[src/rtl/mem_port_arbiter_pkg.sv]
// -----------------------------------------------------------------------------
// mem_port_arbiter_pkg
// Shared constants for the instruction/data memory port arbiter:
//   - default address/data widths (PC and instruction width of the core)
//   - 2-bit FSM state encodings ARB_IDLE / ARB_ISSUE / ARB_WAIT
//   - owner codes ARB_OWN_IF / ARB_OWN_LSU
//   - sat_inc8: saturating 8-bit increment used by the starvation counter
// -----------------------------------------------------------------------------
package mem_port_arbiter_pkg;

    localparam int PC_WIDTH    = 32;
    localparam int INSTR_WIDTH = 32;

    localparam logic [1:0] ARB_IDLE  = 2'd0;
    localparam logic [1:0] ARB_ISSUE = 2'd1;
    localparam logic [1:0] ARB_WAIT  = 2'd2;

    localparam logic ARB_OWN_IF  = 1'b0;
    localparam logic ARB_OWN_LSU = 1'b1;

    // Counter must not wrap back to zero and silently re-arm priority
    function automatic logic [7:0] sat_inc8(input logic [7:0] v);
        return (v == 8'hFF) ? v : (v + 8'd1);
    endfunction

endpackage

[src/rtl/mem_arb_pick.sv]
// -----------------------------------------------------------------------------
// mem_arb_pick
// Grant selection for the memory port arbiter. LSU has priority over fetch;
// a fetch is never granted in a cycle where if_flush is high.
//
// Optional macro MEM_ARB_STARVE_GUARD_EN: an 8-bit counter tracks LSU grants
// made while a fetch was waiting; once it equals STARVE_LIMIT the next grant
// goes to the fetch path if it is requesting.
//
// Ports:
//   clk, rst    clock, async active-low reset (counter only)
//   grant_en    arbiter is idle and may grant this cycle
//   if_valid    fetch request pending
//   if_flush    fetch redirect (blocks a fetch grant this cycle)
//   lsu_valid   data request pending
//   grant_if    fetch request granted this cycle
//   grant_lsu   data request granted this cycle
// -----------------------------------------------------------------------------
module mem_arb_pick
    import mem_port_arbiter_pkg::*;
#(
    parameter int unsigned STARVE_LIMIT = 4
)(
    input  logic clk,
    input  logic rst,
    input  logic grant_en,
    input  logic if_valid,
    input  logic if_flush,
    input  logic lsu_valid,
    output logic grant_if,
    output logic grant_lsu
);

    logic if_elig_s;

    assign if_elig_s = if_valid & ~if_flush;

`ifdef MEM_ARB_STARVE_GUARD_EN

    logic [7:0] starve_cnt_q;
    logic [7:0] starve_cnt_d;
    logic       force_if_s;

    // Grant selection; a saturated LSU streak hands one grant to the fetch
    always_comb begin
        force_if_s = (starve_cnt_q == STARVE_LIMIT[7:0]) & if_elig_s;
        grant_lsu  = grant_en & lsu_valid & ~force_if_s;
        grant_if   = grant_en & if_elig_s & (~lsu_valid | force_if_s);
    end

    // Streak counter: counts LSU grants that made a live fetch wait
    always_comb begin
        starve_cnt_d = starve_cnt_q;
        if (grant_if) begin
            starve_cnt_d = 8'd0;
        end else if (grant_lsu) begin
            if (if_elig_s) begin
                starve_cnt_d = sat_inc8(starve_cnt_q);
            end else if (!if_valid) begin
                starve_cnt_d = 8'd0;
            end else begin
                // fetch pending but flushed: neither waiting nor idle
                starve_cnt_d = starve_cnt_q;
            end
        end else begin
            starve_cnt_d = starve_cnt_q;
        end
    end

    // Streak counter register
    always_ff @(posedge clk or negedge rst) begin
        if (!rst) begin
            starve_cnt_q <= 8'd0;
        end else begin
            starve_cnt_q <= starve_cnt_d;
        end
    end

`else

    logic unused_s;

    assign unused_s = &{1'b0, clk, rst, STARVE_LIMIT[0]};

    // Strict LSU priority
    always_comb begin
        grant_lsu = grant_en & lsu_valid;
        grant_if  = grant_en & if_elig_s & ~lsu_valid;
    end

`endif

endmodule

[src/rtl/mem_port_arbiter.sv]
// -----------------------------------------------------------------------------
// mem_port_arbiter
// Shares one single-port memory between the fetch path and the LSU. One
// transaction is outstanding at a time: IDLE grants and latches a request,
// ISSUE presents it to memory until accepted, WAIT holds until the memory
// response, which is returned to the owner as a one-cycle pulse.
// A fetch redirect (if_flush) while a fetch is in flight suppresses its
// response; the memory transaction itself still completes.
//
// Optional macro MEM_ARB_STARVE_GUARD_EN (see mem_arb_pick): bounds how many
// LSU grants in a row a waiting fetch can lose.
//
// Ports:
//   clk, rst                         clock, async active-low reset
//   if_req_valid/ready/addr          fetch request handshake
//   if_flush                         fetch redirect
//   if_rsp_valid/data                fetch response pulse, data held between
//   lsu_req_valid/ready/addr/wen/wdata/wmask   data request handshake
//   lsu_rsp_valid/rdata              data response pulse (also write ack)
//   mem_req_valid/ready/addr/wen/wdata/wmask   registered memory request
//   mem_rsp_valid/rdata              memory response
// -----------------------------------------------------------------------------
module mem_port_arbiter
    import mem_port_arbiter_pkg::*;
#(
    parameter int          ADDR_W       = PC_WIDTH,
    parameter int          DATA_W       = INSTR_WIDTH,
    parameter int unsigned STARVE_LIMIT = 4
)(
    input  logic                clk,
    input  logic                rst,
    input  logic                if_req_valid,
    output logic                if_req_ready,
    input  logic [ADDR_W-1:0]   if_req_addr,
    input  logic                if_flush,
    output logic                if_rsp_valid,
    output logic [DATA_W-1:0]   if_rsp_data,
    input  logic                lsu_req_valid,
    output logic                lsu_req_ready,
    input  logic [ADDR_W-1:0]   lsu_req_addr,
    input  logic                lsu_req_wen,
    input  logic [DATA_W-1:0]   lsu_req_wdata,
    input  logic [DATA_W/8-1:0] lsu_req_wmask,
    output logic                lsu_rsp_valid,
    output logic [DATA_W-1:0]   lsu_rsp_rdata,
    output logic                mem_req_valid,
    input  logic                mem_req_ready,
    output logic [ADDR_W-1:0]   mem_req_addr,
    output logic                mem_req_wen,
    output logic [DATA_W-1:0]   mem_req_wdata,
    output logic [DATA_W/8-1:0] mem_req_wmask,
    input  logic                mem_rsp_valid,
    input  logic [DATA_W-1:0]   mem_rsp_rdata
);

    localparam int MASK_W = DATA_W / 8;

    logic [1:0]        state_q,         state_d;
    logic              owner_q,         owner_d;
    logic              drop_q,          drop_d;
    logic              mem_req_valid_q, mem_req_valid_d;
    logic [ADDR_W-1:0] addr_q,          addr_d;
    logic              wen_q,           wen_d;
    logic [DATA_W-1:0] wdata_q,         wdata_d;
    logic [MASK_W-1:0] wmask_q,         wmask_d;
    logic              if_rsp_valid_q,  if_rsp_valid_d;
    logic [DATA_W-1:0] if_rsp_data_q,   if_rsp_data_d;
    logic              lsu_rsp_valid_q, lsu_rsp_valid_d;
    logic [DATA_W-1:0] lsu_rsp_rdata_q, lsu_rsp_rdata_d;

    logic grant_en_s;
    logic grant_if_s;
    logic grant_lsu_s;
    logic flush_hit_s;

    assign grant_en_s  = (state_q == ARB_IDLE);
    assign flush_hit_s = if_flush & (owner_q == ARB_OWN_IF);

    mem_arb_pick #(
        .STARVE_LIMIT (STARVE_LIMIT)
    ) u_pick (
        .clk       (clk),
        .rst       (rst),
        .grant_en  (grant_en_s),
        .if_valid  (if_req_valid),
        .if_flush  (if_flush),
        .lsu_valid (lsu_req_valid),
        .grant_if  (grant_if_s),
        .grant_lsu (grant_lsu_s)
    );

    // Readies are the only combinational outputs; forced low while in reset
    assign if_req_ready  = grant_if_s  & rst;
    assign lsu_req_ready = grant_lsu_s & rst;

    assign mem_req_valid = mem_req_valid_q;
    assign mem_req_addr  = addr_q;
    assign mem_req_wen   = wen_q;
    assign mem_req_wdata = wdata_q;
    assign mem_req_wmask = wmask_q;
    assign if_rsp_valid  = if_rsp_valid_q;
    assign if_rsp_data   = if_rsp_data_q;
    assign lsu_rsp_valid = lsu_rsp_valid_q;
    assign lsu_rsp_rdata = lsu_rsp_rdata_q;

    // Transaction FSM, request latch, drop flag and response capture
    always_comb begin
        state_d         = state_q;
        owner_d         = owner_q;
        drop_d          = drop_q;
        mem_req_valid_d = mem_req_valid_q;
        addr_d          = addr_q;
        wen_d           = wen_q;
        wdata_d         = wdata_q;
        wmask_d         = wmask_q;
        if_rsp_valid_d  = 1'b0;
        if_rsp_data_d   = if_rsp_data_q;
        lsu_rsp_valid_d = 1'b0;
        lsu_rsp_rdata_d = lsu_rsp_rdata_q;
        case (state_q)
            ARB_IDLE: begin
                drop_d = 1'b0;
                if (grant_lsu_s) begin
                    state_d         = ARB_ISSUE;
                    owner_d         = ARB_OWN_LSU;
                    mem_req_valid_d = 1'b1;
                    addr_d          = lsu_req_addr;
                    wen_d           = lsu_req_wen;
                    wdata_d         = lsu_req_wdata;
                    wmask_d         = lsu_req_wmask;
                end else if (grant_if_s) begin
                    // fetches are always reads: no enable, no byte lanes
                    state_d         = ARB_ISSUE;
                    owner_d         = ARB_OWN_IF;
                    mem_req_valid_d = 1'b1;
                    addr_d          = if_req_addr;
                    wen_d           = 1'b0;
                    wdata_d         = {DATA_W{1'b0}};
                    wmask_d         = {MASK_W{1'b0}};
                end else begin
                    mem_req_valid_d = 1'b0;
                end
            end
            ARB_ISSUE: begin
                if (flush_hit_s) begin
                    drop_d = 1'b1;
                end else begin
                    drop_d = drop_q;
                end
                if (mem_req_ready) begin
                    state_d         = ARB_WAIT;
                    mem_req_valid_d = 1'b0;
                end else begin
                    mem_req_valid_d = 1'b1;
                end
            end
            ARB_WAIT: begin
                if (mem_rsp_valid) begin
                    state_d = ARB_IDLE;
                    drop_d  = 1'b0;
                    if (owner_q == ARB_OWN_LSU) begin
                        lsu_rsp_valid_d = 1'b1;
                        lsu_rsp_rdata_d = mem_rsp_rdata;
                    end else if (!(drop_q | flush_hit_s)) begin
                        if_rsp_valid_d = 1'b1;
                        if_rsp_data_d  = mem_rsp_rdata;
                    end else begin
                        // redirected fetch: swallow the response, keep old data
                        if_rsp_valid_d = 1'b0;
                    end
                end else if (flush_hit_s) begin
                    drop_d = 1'b1;
                end else begin
                    drop_d = drop_q;
                end
            end
            default: begin
                state_d         = ARB_IDLE;
                drop_d          = 1'b0;
                mem_req_valid_d = 1'b0;
            end
        endcase
    end

    // State and output registers
    always_ff @(posedge clk or negedge rst) begin
        if (!rst) begin
            state_q         <= ARB_IDLE;
            owner_q         <= ARB_OWN_IF;
            drop_q          <= 1'b0;
            mem_req_valid_q <= 1'b0;
            addr_q          <= {ADDR_W{1'b0}};
            wen_q           <= 1'b0;
            wdata_q         <= {DATA_W{1'b0}};
            wmask_q         <= {MASK_W{1'b0}};
            if_rsp_valid_q  <= 1'b0;
            if_rsp_data_q   <= {DATA_W{1'b0}};
            lsu_rsp_valid_q <= 1'b0;
            lsu_rsp_rdata_q <= {DATA_W{1'b0}};
        end else begin
            state_q         <= state_d;
            owner_q         <= owner_d;
            drop_q          <= drop_d;
            mem_req_valid_q <= mem_req_valid_d;
            addr_q          <= addr_d;
            wen_q           <= wen_d;
            wdata_q         <= wdata_d;
            wmask_q         <= wmask_d;
            if_rsp_valid_q  <= if_rsp_valid_d;
            if_rsp_data_q   <= if_rsp_data_d;
            lsu_rsp_valid_q <= lsu_rsp_valid_d;
            lsu_rsp_rdata_q <= lsu_rsp_rdata_d;
        end
    end

endmodule
[config.mk]
export PLATFORM = sky130hd
export DESIGN_NAME = mem_port_arbiter
export DESIGN_NICKNAME = d
export VERILOG_FILES = /design/src/rtl/mem_port_arbiter_pkg.sv /design/src/rtl/mem_arb_pick.sv /design/src/rtl/mem_port_arbiter.sv
export SDC_FILE = /design/constraint.sdc
export NUM_CORES = 1
export LEC_CHECK = 0
export CORE_ASPECT_RATIO = 0.5
export CORE_UTILIZATION = 44
export DETAILED_ROUTE_END_ITERATION = 8
export MAX_ROUTING_LAYER = met4
export PLACE_DENSITY_LB_ADDON = 0.2
export RECOVER_POWER = 25
export SLEW_MARGIN = 20
export SYNTH_ARGS = -nofsm -noshare
export SYNTH_HDL_FRONTEND = slang
export SYNTH_SLANG_ARGS = --single-unit
[constraint.sdc]
create_clock -name clk -period 3.1 [get_ports clk]
set_input_delay 0.465 -clock clk [delete_from_list [all_inputs] [get_ports clk]]
set_output_delay 0.465 -clock clk [all_outputs]
set_load 0.05 [all_outputs]
==> results of run 1 <==
-- critical path, stage by stage, from the launching register on --
cell	delay, ps
dfrtp_1	400
inv_1	140
ha_1	350
nor2b_1	210
and3_1	170
clkdlybuf4s50_1	810
-- stage by stage --
| step | std cells | hold WS, ps | cell area (um^2) | power (mW) |
|---|---|---|---|---|
| 6_report | 817 | 453.5 | 9208 | 11.61 |
| 5_1_grt | 817 | 449.4 | 9208 | 12.07 |
| 4_1_cts | 817 | 448.2 | 9220 | 11.73 |
| 3_5_place_dp | 785 | 311.0 | 8562 | 9.477 |
| 3_3_place_gp | 785 | 306.0 | 8562 | 9.357 |
| 2_1_floorplan | 358 | 169.4 | 5633 | 7.247 |
-- per-layer routing --
metal	track usage (%)	up-vias
met5	-	-
met4	10.94	0
met3	5.000	24
met2	41.42	140
met1	23.53	2031
li1	-	1863
-- synth_stat cells --
cell type	instances	share of area, %
a21oi_1	2	0.18
o21ai_0	1	0.089
a21o_1	1	0.13
buf_1	1	0.067
and2_1	1	0.11
inv_1	4	0.27
buf_4	3	0.40
buf_2	10	0.89
a22o_1	37	5.8
dfrtp_1	140	62
nor2_1	2	0.13
ha_1	5	1.1
nand2b_1	1	0.11
o21ai_2	1	0.16
nor4_4	1	0.38
mux2_1	6	1.2
nand2_1	2	0.13
a211oi_1	1	0.13
mux2_2	124	25
nand3_1	1	0.089
and3_1	2	0.22
nor2b_1	5	0.56
nand2_2	1	0.11
buf_6	3	0.60
clkbuf_1	3	0.20
-- worst paths after layout --
path | slack, ps | cells after the start | to
min in group clk | 490 | 1 | if_rsp_data[4]
setup reg to reg | 840 | 5 | mem_req_addr[16]
setup / recovery | 160 | 5 | if_req_ready
max in group asynchronous | 720 | 3 | mem_req_addr[17]
hold / removal | 450 | 2 | mem_req_wdata[13]
hold reg to reg | 490 | 1 | if_rsp_data[4]
-- flip-flops by register name, indices dropped and copies added, names as in the netlist --
signal,flops
drop_q,1
if_rsp_data,32
if_rsp_valid,1
lsu_rsp_rdata,32
lsu_rsp_valid,1
mem_req_addr,32
mem_req_valid,1
mem_req_wdata,32
mem_req_wen,1
mem_req_wmask,4
owner_q,1
state_q,2
-- kinds of logic after synthesis --
| logic type | count (synthesis) | synth area share, % |
|---|---|---|
| muxes | 130 | 25.99 |
| and+or+nand+nor | 16 | 1.844 |
| AOI/OAI and AO/OA | 43 | 6.442 |
| adders and majority gates | 5 | 1.111 |
| DFF | 140 | 62.19 |
| buffers and inverters | 24 | 2.421 |
-- area by class of cell --
type,instances,area (um^2)
inverters,4,15.01
fillers,798,2949
repair buffers,283,2834
flip-flops and latches,140,3503
multi-input cells,194,2001
clock buffers,20,456.7
clock inverters,11,191.4
well taps,165,206.4
-- where the power goes --
part           internal [mW]  leakage (nW)  total (mW)  switching [mW]
registers               2.66          1.73        3.09           0.428
clock network           1.46         0.308        2.20           0.731
logic                   2.38          1.93        6.33            3.95
==> flow_summary.toml, run 1 <==
[run_status]
status = "complete, but fails checks"
violations = "capacitance limit, slew limit"

[floorplanning]
fp.dieH_um = 82.01
die_x_um = 162.0
fp.coreArea_mm2 = 0.01216
rows = 28
io-pin-count = 278
start_util_pct = 46.34
die_area_mm2 = 0.01329

[clock_network]
ctsHoldBuffers = 1
cts_root_buf = "clkbuf_16"
cts.repair.resized = 0
clk_latency_ps = 400
postCtsSetupBuffers = 0
htreeDepth = 4
numCtsBuffers = 17
clk_path_buf_depth = 2
clk_pin_slew_worst_paths_ps = 60
clkSinkCount = 140
tritoncts = "done"

[placed_design]
place_ws_ps = 362.2
port_buffers = 277
dpl.hpwl_mm = 10.30
place_congestion = 0.8186

[global_route]
grt_max_degree = 129
grt_pass1_wl_mm = 21.78
antenna_found_initial = 0
first_global_vias = 4313
grt.overflow.total = 0
track_usage_pct = 22.54

[final_layout]
drive_gt1_share_pct = 25.00
mostFrequentLayoutCell = "clkdlybuf4s50_1"
antenna_cells = 0
nets = 785
utilization_pct = 75.74
final_cell_mix = "276 x clkdlybuf4s50_1, 140 x dfrtp_1, 124 x mux2_2, 37 x a22o_1, 17 x clkbuf_16"
synthToLayoutAreaGrowth_pct = 63.46

[drt]
drc = 0
drt-initial-drc-count = 152
met1Wirelength_mm = 5.539
met2_length_mm = 7.887
dr_total_vias = 4058
wire_per_inst_um = 17.80
dr.max_layer_used = "met4"
wirelength_mm = 14.54
ant_nets = 0
routed_via_density = 4.967
dr_wl_met3_um = 772
drtPass1Iterations = 4

[pwr]
ir_worst_vdd_mv = 0.6255
p_per_area_mw_per_mm2 = 1261
p_leak_nw = 3.970

[timing]
slew_violations = 129
finClkSkew_ps = 9.538
rsz0062_at_grt = "false"
period_minus_slack_ps = 2940
setup_slack_ps = 160.0
fin_crit_sh_pct = 94.84
setup_viol = 0
final_hold_viol_count = 0
tightest_slew_ps = 1702
tns_ps = 0
relSlewSlack_pct = -13.49
fmax_mhz = 340.1

[critical_path]
required_ps = 2630
startpoint = "state_q[1]"
cp_data_arrival_time_ps = 2470
cp_max_fo = 6
path_class = "register to output pin"
rr_startpoint = "state_q[1]"
end_kind = "output pin"
startpoint_type = "register"

[yosys]
yosysWarnings = 0
synth.cell_area_mm2 = 0.005633
synth_nets = 503
ys_seq_elements = 140
syn_inst = 358
avgSynthCellArea_um2 = 15.73
yosysSeqAreaShare_pct = 62.19
ys_types = 25

[run]
maxCapViolations = 1

[min_path]
min_path_type = "input port to asynchronous set/reset pin"
(Power assumes the default switching activity.)
==> run 2: changes to the inputs <==
--- a/config.mk
+++ b/config.mk
@@ -6,7 +6,7 @@
 export NUM_CORES = 1
 export LEC_CHECK = 0
 export CORE_ASPECT_RATIO = 0.5
-export CORE_UTILIZATION = 44
+export CORE_UTILIZATION = 40
 export DETAILED_ROUTE_END_ITERATION = 8
 export MAX_ROUTING_LAYER = met4
 export PLACE_DENSITY_LB_ADDON = 0.2
==> run 2 against run 1 <==
Effect of this change: the run now ends clean; routed wire length is 3.1% lower; sequential cell count unchanged; first-iteration DRC count up 17%; non-clock buffer count is 1 higher; clock skew up 5.3 ps; critical path depth is the same; via count shrank 0.94%; worst hold slack gained 43 ps; clock-buffer cell count shrank 1; die area grew 9.8%; global-route usage down 2.2 points; maximum frequency grew 4.0%; largest power group unchanged.
==> flow_summary.toml, run 2 (synthesized netlist as in run 1, its figures left out) <==
[placed_design]
place_congestion = 0.7361
dpl.hpwl_mm = 9.886
port_buffers = 277
placed_cells = 813
placed_area_mm2 = 0.008608
place_ws_ps = 351.0

[timing]
holdWs_ps = 496.7
slew_violations = 0
setup_slack_ps = 272.1
tns_ps = 0
period_minus_slack_ps = 2828
finClkSkew_ps = 14.88
fmax_mhz = 353.6
tightest_slew_ps = 1261
final_hold_viol_count = 0
rsz0062_at_grt = "false"
relSlewSlack_pct = 15.05
setup_viol = 0
fin_crit_sh_pct = 91.22

[drt]
dr_total_vias = 4020
drc = 0
ant_nets = 0
wire_per_inst_um = 16.66
wirelength_mm = 14.09
routed_via_density = 4.752
drt-initial-drc-count = 178
drtPass1Iterations = 6

[clock_network]
htreeDepth = 4
tritoncts = "done"
postCtsSetupBuffers = 0
clk_pin_slew_worst_paths_ps = 60
clk_path_buf_depth = 2
clk_latency_ps = 410
clkSinkCount = 140
numCtsBuffers = 17
cts_root_buf = "clkbuf_16"

[floorplanning]
fp.coreArea_mm2 = 0.01366
die_area_mm2 = 0.01459
io-pin-count = 278
rows = 30
fp.dieH_um = 85.91
start_util_pct = 41.23
die_x_um = 169.8

[critical_path]
path_class = "register to output pin"
required_ps = 2630
cp_max_fo = 6
startpoint_type = "register"
reg2reg_slack_ps = 960
end_kind = "output pin"
cp_data_arrival_time_ps = 2360

[final_layout]
mostFrequentLayoutCell = "clkdlybuf4s50_1"
nets = 786
utilization_pct = 67.39
synthToLayoutAreaGrowth_pct = 63.46
antenna_cells = 0
layout.cells.non_filler = 846
final_cell_mix = "275 x clkdlybuf4s50_1, 140 x dfrtp_1, 124 x mux2_2, 37 x a22o_1, 17 x clkbuf_16"
drive_gt1_share_pct = 25.23
finalInstanceArea_mm2 = 0.009208

[run_status]
status = "completed"

[global_route]
first_global_vias = 4262
use_met3_pct = 4.569
met1_usage_pct = 24.17
top_usage_layer = "met2"
track_usage_pct = 20.34
antenna_found_initial = 0
grt_max_degree = 140
grt_pass1_wl_mm = 21.91
globalRouteMet2Util_pct = 34.43
grt.overflow.total = 0

[pwr]
p_total_mw = 11.45
p_per_area_mw_per_mm2 = 1244
p_leak_nw = 3.954
ir_worst_vdd_mv = 0.5956

[run]
maxCapViolations = 0

[min_path]
min_path_type = "register to register"
## run 2: cell types whose count changed in the layout (fill, tap and decap cells not counted), sizes merged
| cell | previous run | this run |
|---|---|---|
| dlygate4sd3 | 1 | 2 |
| clkdlybuf4s50 | 276 | 275 |
| clkinv | 3 | 2 |
| bufinv | 5 | 2 |
| inv | 4 | 10 |
| clkbuf | 21 | 20 |
| buf | 5 | 6 |
## run 2: metal layers
layer  routed length [um]  up-vias  part of all wire, %
met1                 5975     1988                   42
met4                  199        0                  1.4
met2                 7105      138                   50
met3                  813       17                  5.8
li1                     -     1877                    -
met5                    0        -                    0
## run 2: cell type report
type,count,area (um^2)
inverters,4,15.01
multi-input cells,194,1994
repair buffers,284,2846
flip-flops and latches,140,3503
well taps,192,240.2
clock buffers,19,452.9
clock inverters,13,155.1
fillers,1033,4456
## run 2: path summary, 6_finish.rpt
kind / end / depth (start not counted) / start
max: if_req_ready / 5 / state_q[1]
min: mem_req_wmask[2] / 1 / mem_req_wmask[2]
max reg2reg: mem_req_addr[17] / 5 / state_q[0]
min reg2reg: mem_req_wmask[2] / 1 / mem_req_wmask[2]
max in group asynchronous: if_rsp_data[2] / 3 / rst
min in group asynchronous: mem_req_wdata[17] / 2 / rst
## run 2: what timing repair did
action | 4_1_cts | 5_1_grt
hold endpoints to repair | 1 | 0
hold buffers | 1 | 0
resized for setup | 0 | 0
## run 2: report_power, final
| group | total, mW | internal, mW | switching (mW) |
|---|---|---|---|
| clock | 2.07 | 1.25 | 0.822 |
| combinational | 6.31 | 2.38 | 3.93 |
| sequential | 3.07 | 2.66 | 0.417 |
## run 2: critical path: stages (launching register included)
cell             delay (ps)
dfrtp_1                 390
inv_1                   130
ha_1                    270
nor2b_1                 190
and3_1                  170
clkdlybuf4s50_1         800
==> run 3: changes to the inputs <==
--- a/config.mk
+++ b/config.mk
@@ -6,6 +6,7 @@
 export NUM_CORES = 1
 export LEC_CHECK = 0
 export CORE_ASPECT_RATIO = 0.5
+export CORE_MARGIN = 8
 export CORE_UTILIZATION = 40
 export DETAILED_ROUTE_END_ITERATION = 8
 export MAX_ROUTING_LAYER = met4
==> run 3 against run 2 <==
Effect of this change: design area hardly changed; total power up 0.79%; clock power increased by 2%; critical path depth fell by 1; sequential cell count did not move.
==> flow_summary.toml, run 3 (synthesized netlist as in run 1, its figures left out) <==
[critical_path]
cp_max_fo = 6
end_kind = "output pin"
critical-path-slowest-cell = "clkdlybuf4s50_1"
max_stage_delay_ps = 800
required_ps = 2630
cp_data_arrival_time_ps = 2280
ff2ff_path_depth = 5
startpoint_type = "register"
crit_path_cell_trace = "inv_1 > ha_1 > and3_1 > clkdlybuf4s50_1"
path_class = "register to output pin"

[final_layout]
seqCellArea_mm2 = 0.003503
utilization_pct = 67.42
fillers = 1037
antenna_cells = 0
synthToLayoutAreaGrowth_pct = 63.53
multi_input_area_mm2 = 0.002001
finalInstanceArea_mm2 = 0.009211
drive_gt1_share_pct = 25.15
final_cell_mix = "275 x clkdlybuf4s50_1, 140 x dfrtp_1, 124 x mux2_2, 37 x a22o_1, 17 x clkbuf_16"
nets = 785
mostFrequentLayoutCell = "clkdlybuf4s50_1"

[global_route]
grt_pass1_wl_mm = 25.21
grt.overflow.total = 0
antenna_found_initial = 0
track_usage_pct = 18.00
grt_max_degree = 142
first_global_vias = 4410

[pwr]
p_per_area_mw_per_mm2 = 1253
p_leak_nw = 3.967
ir_worst_vdd_mv = 0.6427
p_total_mw = 11.55

[timing]
setup_viol = 0
holdWs_ps = 334.1
finClkSkew_ps = 8.472
fin_crit_sh_pct = 88.56
slew_violations = 0
relSlewSlack_pct = 47.36
tns_ps = 0
fmax_mhz = 364.3
tightest_slew_ps = 789.7
period_minus_slack_ps = 2745
rsz0062_at_grt = "false"
final_hold_viol_count = 0

[placed_design]
port_buffers = 277
place_congestion = 0.7672
placed_area_mm2 = 0.008601
dpl.hpwl_mm = 11.95

[drt]
wirelength_mm = 16.34
dr_total_vias = 4050
drt-initial-drc-count = 167
drtPass1Iterations = 4
ant_nets = 0
wire_per_inst_um = 19.36
drc = 0
routed_via_density = 4.799

[floorplanning]
fp.coreArea_mm2 = 0.01366
die_x_um = 183.8
fp.dieH_um = 99.91
die_area_mm2 = 0.01837
io-pin-count = 278
start_util_pct = 41.23
rows = 30

[clock_network]
clkSinkCount = 140
ctsHoldBuffers = 0
numCtsBuffers = 17
tritoncts = "done"
cts_root_buf = "clkbuf_16"
cts.repair.resized = 0
clk_latency_ps = 400
htreeDepth = 4
clk_pin_slew_worst_paths_ps = 60
clk_path_buf_depth = 2
postCtsSetupBuffers = 0

[run]
maxCapViolations = 0

[min_path]
min_path_type = "input port to asynchronous set/reset pin"

[run_status]
status = "completed"
[run 3: changes by cell type in the layout (fill, tap and decap cells not counted), sizes merged]
cell	delta
inv	-4
clkbuf	+3
clkinvlp	-2
dlygate4sd3	-2
buf	+1
bufinv	+1
clkinv	+1
[run 3: layout make-up]
type / instances / area share (%)
Sequential cell: 140 / 38.03
Timing Repair Buffer: 283 / 30.77
Tap cell: 192 / 2.608
Clock inverter: 9 / 1.453
Clock buffer: 22 / 5.257
Multi-Input combinational cell: 194 / 21.72
Inverter: 4 / 0.1630
[run 3: metal layers]
metal  track usage [%]  part of all wire, %  wire [um]
met5                 -                    0          0
met4             4.929                  1.2        202
met2             30.85                   51       8378
met3             4.831                  6.8       1105
met1             20.80                   41       6650
[run 3: final timing paths]
| check | from | end | slack, ps |
|---|---|---|---|
| worst max-delay path | state_q[1] | lsu_req_ready | 350 |
| worst min-delay path | rst | lsu_rsp_rdata[5] | 330 |
| worst max register to register | state_q[1] | mem_req_addr[2] | 810 |
| worst min register to register | if_rsp_data[4] | if_rsp_data[4] | 490 |
| max in group asynchronous | rst | mem_req_addr[2] | 2130 |
| min in group clk | if_rsp_data[4] | if_rsp_data[4] | 490 |
[run 3: critical path: cells and delay by family (launching register included)]
family                     cells  cell delay (ps)
adders and majority gates      1              360
and+or+nand+nor                1              200
buffers and inverters          2              930
DFF                            1              390
[run 3: metrics by stage]
stage / worst slack, ps / cells
after floorplan: 1277 / 358
after global placement: 585.9 / 813
final: 354.8 / 844
after global routing: 240.6 / 844
after detailed placement: 570.7 / 813
after CTS: 346.9 / 844
[run 3: power breakdown]
part / switching, mW / total [mW] / internal, mW
combinational: 3.98 / 6.36 / 2.38
clock: 0.757 / 2.11 / 1.35
sequential: 0.419 / 3.08 / 2.66
